[config.mk]
export PLATFORM = sky130hd
export DESIGN_NAME = or1200_branch_resolve
export DESIGN_NICKNAME = d
export VERILOG_FILES = /design/src/rtl/or1200_branch_resolve.sv
export SDC_FILE = /design/constraint.sdc
export NUM_CORES = 1
export LEC_CHECK = 0
export CAP_MARGIN = 10
export CORE_ASPECT_RATIO = 0.5
export CORE_MARGIN = 2
export CORE_UTILIZATION = 28
export CTS_BUF_LIST = sky130_fd_sc_hd__clkbuf_4 sky130_fd_sc_hd__clkbuf_8 sky130_fd_sc_hd__clkbuf_16
export CTS_CLUSTER_DIAMETER = 150
export CTS_CLUSTER_SIZE = 20
export DETAILED_ROUTE_END_ITERATION = 10
export HOLD_SLACK_MARGIN = 0.08
export PLACE_DENSITY = 0.58
export SYNTH_ARGS = -nofsm -noshare
export SYNTH_HDL_FRONTEND = slang
export SYNTH_SLANG_ARGS = --single-unit
[constraint.sdc]
create_clock -name clk -period 3.9 [get_ports clk]
set_input_delay 0.78 -clock clk [delete_from_list [all_inputs] [get_ports clk]]
set_output_delay 0.78 -clock clk [all_outputs]
set_load 0.005 [all_outputs]
[src/rtl/or1200_branch_resolve.sv]
// EX-stage branch resolution: compares the ID prediction with the real outcome,
// flushes and redirects fetch on a mispredict, trains the predictor and counts events.
module or1200_branch_resolve #(
    parameter int dw    = 32,
    parameter int CNT_W = 16,
    parameter int IDX_W = 5
) (
    input  logic                    clk,
    input  logic                    rst,
    input  logic                    ex_valid,
    input  logic [2:0]              ex_branch_op,
    input  logic                    ex_flag,
    input  logic                    ex_predict_taken,
    input  logic [dw-1:2]           ex_branch_addrtarget,
    input  logic [dw-1:0]           ex_pc,
    input  logic                    redirect_ready,
    input  logic                    stat_clr,
    output logic                    redirect_valid,
    output logic [dw-1:0]           redirect_adr,
    output logic                    flush,
    output logic                    stall_o,
    output logic                    upd_valid,
    output logic [IDX_W-1:0]        upd_idx,
    output logic [dw-IDX_W-3:0]     upd_tag,
    output logic                    upd_taken,
    output logic [CNT_W-1:0]        stat_branches,
    output logic [CNT_W-1:0]        stat_mispredicts
);

    localparam int TAG_W = dw - IDX_W - 2;

    localparam logic [2:0] OP_NONE = 3'd0;
    localparam logic [2:0] OP_BF   = 3'd4;
    localparam logic [2:0] OP_BNF  = 3'd5;

    typedef enum logic {IDLE = 1'b0, REDIR = 1'b1} state_t;

    state_t             state_q, state_d;
    logic               flush_q, flush_d;
    logic [dw-1:0]      adr_q, adr_d;
    logic               upd_valid_q, upd_valid_d;
    logic [IDX_W-1:0]   upd_idx_q, upd_idx_d;
    logic [TAG_W-1:0]   upd_tag_q, upd_tag_d;
    logic               upd_taken_q, upd_taken_d;
    logic [CNT_W-1:0]   br_cnt_q, br_cnt_d;
    logic [CNT_W-1:0]   mp_cnt_q, mp_cnt_d;

    logic resolve, actual_taken, mispredict, train;

    // Clear wins over a same-cycle event; otherwise stick at all-ones.
    function automatic logic [CNT_W-1:0] sat_inc(input logic [CNT_W-1:0] cnt,
                                                 input logic clr, input logic evt);
        if (clr)
            return '0;
        if (evt && (cnt != '1))
            return cnt + CNT_W'(1);
        return cnt;
    endfunction

    always_comb begin
        resolve = ex_valid && (ex_branch_op != OP_NONE) && (state_q == IDLE);
        case (ex_branch_op)
            OP_BF:   actual_taken = ex_flag;
            OP_BNF:  actual_taken = ~ex_flag;
            default: actual_taken = 1'b1;
        endcase
        mispredict = resolve && (actual_taken != ex_predict_taken);
        train      = resolve && ((ex_branch_op == OP_BF) || (ex_branch_op == OP_BNF));

        state_d     = state_q;
        flush_d     = 1'b0;
        adr_d       = adr_q;
        upd_valid_d = train;
        upd_idx_d   = upd_idx_q;
        upd_tag_d   = upd_tag_q;
        upd_taken_d = upd_taken_q;

        case (state_q)
            IDLE: begin
                if (mispredict) begin
                    state_d = REDIR;
                    flush_d = 1'b1;
                    // Not-taken resumes after the delay slot.
                    adr_d   = actual_taken ? {ex_branch_addrtarget, 2'b00}
                                           : ex_pc + dw'(8);
                end
            end
            REDIR: begin
                if (redirect_ready)
                    state_d = IDLE;
            end
            default: state_d = IDLE;
        endcase

        if (train) begin
            upd_idx_d   = ex_branch_addrtarget[IDX_W+1:2];
            upd_tag_d   = ex_branch_addrtarget[dw-1:IDX_W+2];
            upd_taken_d = actual_taken;
        end

        br_cnt_d = sat_inc(br_cnt_q, stat_clr, resolve);
        mp_cnt_d = sat_inc(mp_cnt_q, stat_clr, mispredict);
    end

    always_ff @(posedge clk) begin
        if (rst) begin
            state_q     <= IDLE;
            flush_q     <= 1'b0;
            adr_q       <= '0;
            upd_valid_q <= 1'b0;
            upd_idx_q   <= '0;
            upd_tag_q   <= '0;
            upd_taken_q <= 1'b0;
            br_cnt_q    <= '0;
            mp_cnt_q    <= '0;
        end else begin
            state_q     <= state_d;
            flush_q     <= flush_d;
            adr_q       <= adr_d;
            upd_valid_q <= upd_valid_d;
            upd_idx_q   <= upd_idx_d;
            upd_tag_q   <= upd_tag_d;
            upd_taken_q <= upd_taken_d;
            br_cnt_q    <= br_cnt_d;
            mp_cnt_q    <= mp_cnt_d;
        end
    end

    assign redirect_valid   = (state_q == REDIR);
    assign stall_o          = (state_q == REDIR);
    assign redirect_adr     = adr_q;
    assign flush            = flush_q;
    assign upd_valid        = upd_valid_q;
    assign upd_idx          = upd_idx_q;
    assign upd_tag          = upd_tag_q;
    assign upd_taken        = upd_taken_q;
    assign stat_branches    = br_cnt_q;
    assign stat_mispredicts = mp_cnt_q;

endmodule
Word level (Yosys, flattened, before mapping)
Cells that the tools add are included. W data, S select, Z words.

Flip-flop bits (word level): 98. Bits of input ports: 72. Word-level logic and storage cells: 48.

$add $sub $neg: 3. Equal/unequal tests: 5. Mux-type cells: 17. Bitwise gates (word level): 2. Reductions and logical operators: 12.

Operators by type and width (count): $mux W16 (7); $add A16 B1 Y16 const B (2); $add A32 B4 Y32 const B (1); $mux W32 (1); $ne A16 B16 Y1 const B (2); $mux W1 (7); $eq A3 B3 Y1 const B (2); $logic_and A1 B1 Y1 (6); $pmux W1 S2 (2); $reduce_bool A2 Y1 (2); $reduce_bool A3 Y1 (1); $not A1 Y1 (2); $reduce_and A2 Y1 (1); $reduce_or A2 Y1 (1); $logic_or A1 B1 Y1 (1); $ne A1 B1 Y1 (1).

Depth between registers and ports, before layout
Word-level depth: 9. Depth in mapped cells: 7. Gate-level depth less buffers: 6.

Worst setup path before layout
OpenSTA, ideal clock, no wires.

Path type: input-to-reg. Start point: in ex_predict_taken. End point: reg adr_q[16], in the netlist redirect_adr[16]. Library setup time: 0.117 ns. Arrival time: 2.103 ns. Slack: 1.680 ns. Stages on the path: 7. Path buffers: 3. Path through: clkbuf_1 -> or3_1 -> nand3_1 -> buf_2 -> buf_2 -> nor2_1 -> a32o_1.

Longest elaborated chain between the ends: 3.

RTL lines: start: declaration (line 13) `input logic ex_predict_taken,`; $ne A1 B1 Y1 (line 67) `mispredict = resolve && (actual_taken != ex_predict_taken);`; $logic_and A1 B1 Y1 (line 67); $reduce_and A2 Y1 (no line); end signal: assignment (line 119) `adr_q <= adr_d;`; end: declaration (line 40) `logic [dw-1:0] adr_q, adr_d;`.

Every way passes these cells. A chain may end at the register's enable or synchronous reset.

Worst setup path in the final report
Start point: in ex_branch_op[0]. End point: reg mp_cnt_q[15], in the netlist stat_mispredicts[15].

Longest elaborated chain between the ends: 8. Elaborated cells on any way between the ends: 15. Classes of those cells: eq/ne: 3; mux: 6; reduce/logical: 6.

RTL lines: start: declaration (line 11) `input logic [2:0] ex_branch_op,`; $eq A3 B3 Y1 / $reduce_bool A3 Y1 (equally long branches) (line 62, 61); $pmux W1 S2 / $logic_and A1 B1 Y1 (equally long branches) (line 62, 61); $ne A1 B1 Y1 / $logic_and A1 B1 Y1 (equally long branches) (line 67, 61); $logic_and A1 B1 Y1 * (line 67); $logic_and A1 B1 Y1 * (line 55) `if (evt && (cnt != '1))`; $mux W16 / $mux W1 (equally long branches) (line 55); $mux W16 / $mux W1 (equally long branches) (line 57, 55); $mux W16 / $reduce_bool A2 Y1 (equally long branches); end signal: assignment (line 125) `mp_cnt_q <= mp_cnt_d;`; end: declaration (line 46) `logic [CNT_W-1:0] mp_cnt_q, mp_cnt_d;`.

Every way passes the cells marked *; elsewhere a longest branch is shown, timed or not. The select of a mux whose other input is x is not followed.

==> flow_summary_export.csv <==
group,metric,value,unit
status,run_status,"complete, no violations",
global_route,grt_pass1_wl,25500,um
floorplanning,ios,171,
floorplanning,die_area,18600,sq um
floorplanning,coreArea,17200,sq um
global_route,grt_max_degree,45,
power,p_per_area,343,nW/um^2
timing,timing.setup.tns,0,ns
placed_design,finalWeightedCongestion,0.828,
floorplanning,die_h,97.5,um
yosys,synth_ff_type,"dfxtp_1",
flow_run,cap_violations,0,
yosys,syn_inst,609,
power,irDropWorstVdd,0.266,mV
timing,hold_viol_final,0,
floorplanning,initial_core_util,0.284,
final_layout,nNetsFinal,839,
power,power.internal,1.85,mW
global_route,antenna_found_initial,0,
global_route,grt_use_total,0.173,
setup_path,critPathArrivalTime,3.11,ns
yosys,synth_nets,684,
timing,worst_pin_slew,0.860,ns
yosys,ys_seq_area_frac,0.401,
clocking,cts.path.max_buffers,2,
placed_design,placed_area,6810,sq um
clocking,cts_resized,0,
setup_path,crit_start,"ex_branch_op[0]",
hold_path,hold_path_class,"flop to flop",
timing,max_freq,353,MHz
power,p_sw_frac,0.248,
timing,slew_violations,0,
setup_path,critPathRequiredTime,4.18,ns
timing,slew_headroom,0.426,
timing,rsz0062_at_grt,"no",
setup_path,path_max_fanout,12,
final_layout,n_antenna_cell,0,
yosys,yosysMostFrequentCell,"nand2_1",
yosys,ys_ff_latch,98,
clocking,post-cts-setup-buffers,0,
timing,finalClockSkew,0.00842,ns
yosys,synth_top_area_share,0.401,
detailed_routing,final_antenna_net_count,0,
yosys,synthTopCellsByArea,"dfxtp_1, nand2_1, a21oi_1",
power,comb_power_share,0.148,
clocking,tritoncts,"built",
final_layout,fin_util,0.415,
detailed_routing,dr.first_iter.drc_count,282,
clocking,clock-sinks,98,
yosys,avgSynthCellArea,8.03,sq um
floorplanning,fp.dieW,191,um
setup_path,worstSetupEndpointType,"flop",
placed_design,numPortBuffers,170,
global_route,gr-total-overflow,0,
setup_path,start_kind,"input pin",
yosys,synth_edf_count,0,
detailed_routing,vias,4985,
power,leakage,2.35,nW
power,power_frac_seq,0.430,
yosys,synth_area_leader_cell,"dfxtp_1",
detailed_routing,wl_per_cell,16.0,um
floorplanning,placementRows,34,
clocking,clk_pin_slew,0.07,ns
clocking,clk_latency,0.35,ns
setup_path,critPathKind,"input pin to flop",
timing,fin_crit_sh,0.727,
global_route,grt_pass1_vias,4798,
timing,finalCriticalPeriod,2.83,ns
detailed_routing,dr.pass1.iters,5,
detailed_routing,drc,0,
final_layout,stdcell_area,7150,sq um
final_layout,drive_above_1_share,0.0559,
yosys,ys_warn_count,0,
yosys,synth_area,4890,sq um
detailed_routing,viasPerCell,4.97,
clocking,ctsHtreeMaxLevel,3,
placed_design,dp_hpwl,11900,um
yosys,netlist_top_cells_count,"nand2_1, dfxtp_1, a21oi_1",
clocking,clock-root-buffer,"clkbuf_16",
timing,setup_viol,0,
power,power_switching,608,uW
clocking,cts_hold_buffers,0,
yosys,synthDistinctLibCells,60,
yosys,synthArstFlopShare,0,
detailed_routing,drt-total-wl,16000,um
clocking,numCtsBuffers,9,
power,clkPwrFrac,0.422,
setup_path,r2r_start,"redirect_valid",
final_layout,syn_to_final_growth,46.2,%
hold_path,min_from,"upd_tag[9]",
layer usage:
metal | global-route usage | part of all wire | vias up
met5 | 0 | 0 | -
met4 | 0.0435 | 0.014 | 0
met3 | 0.0404 | 0.051 | 17
met2 | 0.288 | 0.47 | 112
met1 | 0.224 | 0.46 | 2333
li1 | - | - | 2523
critical path, cell delays in order:
cell	delay, ns
clkdlybuf4s50_1	0.53
nor3_1	0.12
nor2_2	0.38
o2111ai_1	0.53
or4_1	0.61
a21oi_1	0.14
cells in the final DEF, fill, tap and decap left out, types with 3 or more instances in the layout:
cell             netlist  routed
xnor2_1               24      24
a41o_1                 3       3
inv_1                  9       9
a32o_1                 3       3
a2bb2oi_1             11      11
clkbuf_16              0       9
a31oi_1                3       3
clkdlybuf4s50_1        0     169
xor2_1                 9       9
a22oi_1               10      10
or3_1                 13      13
nor3_1                10      10
buf_4                  1       8
a21oi_1               68      68
o31ai_1                6       6
nand2b_1               3       3
dfxtp_1               98      98
nor3_2                 4       4
ha_1                   3       3
and3_1                 7       7
mux2i_1                5       5
o22ai_1                9       9
nand4_1               15      15
o21ai_0               10      10
nand3_1               23      23
bufinv_16              0       3
nor2_1                46      44
nand2_1              116     116
a211o_1                7       7
o211ai_1               5       5
or4_1                  6       6
nor4_1                 4       4
a211oi_1               6       6
and4_1                 7       7
power groups by stage:
stage               clock, mW  combinational (mW)  sequential (mW)
detailed placement          0               0.365             1.08
finish                   1.04               0.364             1.05
global route             1.10               0.397             1.06
floorplan                   0               0.156             1.08
global placement            0               0.362             1.08
CTS                      1.06               0.366             1.05
final timing paths:
kind,depth (start not counted),end,slack (ns)
min,2,upd_tag[9],0.45
max reg2reg,5,stat_mispredicts[15],1.52
max,6,stat_mispredicts[15],1.07
min reg2reg,2,upd_tag[9],0.45
sequential cells by signal (all words and copies together) (netlist names):
name,cells
upd_tag,25
redirect_valid,1
redirect_adr,32
stat_mispredicts,16
upd_valid,1
stat_branches,16
upd_taken,1
flush,1
upd_idx,5
per-stage QoR:
step / setup WS, ns / hold WS (ns) / power [mW] / cells
after global placement: 0.781 / 0.442 / 1.44 / 987
final: 1.07 / 0.453 / 2.45 / 1003
after detailed placement: 0.707 / 0.446 / 1.44 / 987
after CTS: 1.08 / 0.456 / 2.48 / 1003
after floorplan: 1.68 / 0.448 / 1.23 / 609
after global routing: 0.819 / 0.473 / 2.56 / 1003
layout make-up:
type | instances | area (sq um)
multi-input cells | 468 | 2770
fillers | 1718 | 10100
well taps | 234 | 293
repair buffers | 178 | 1760
flip-flops and latches | 98 | 1960
clock buffers | 9 | 225
inverters | 9 | 33.8
clock inverters | 7 | 116
cell families (layout without fill, tap and decap cells):
group           count (synthesis)  count (layout)  share of synthesized area
flops                          98              98                      0.401
xor+xnor                       33              33                     0.0591
simple gates                  270             270                      0.275
fa+ha+maj                       3               3                    0.00767
compound gates                157             157                      0.212
buf+inv                        43             203                     0.0355
mux                             5               5                     0.0102
(Power assumes the default switching activity.)
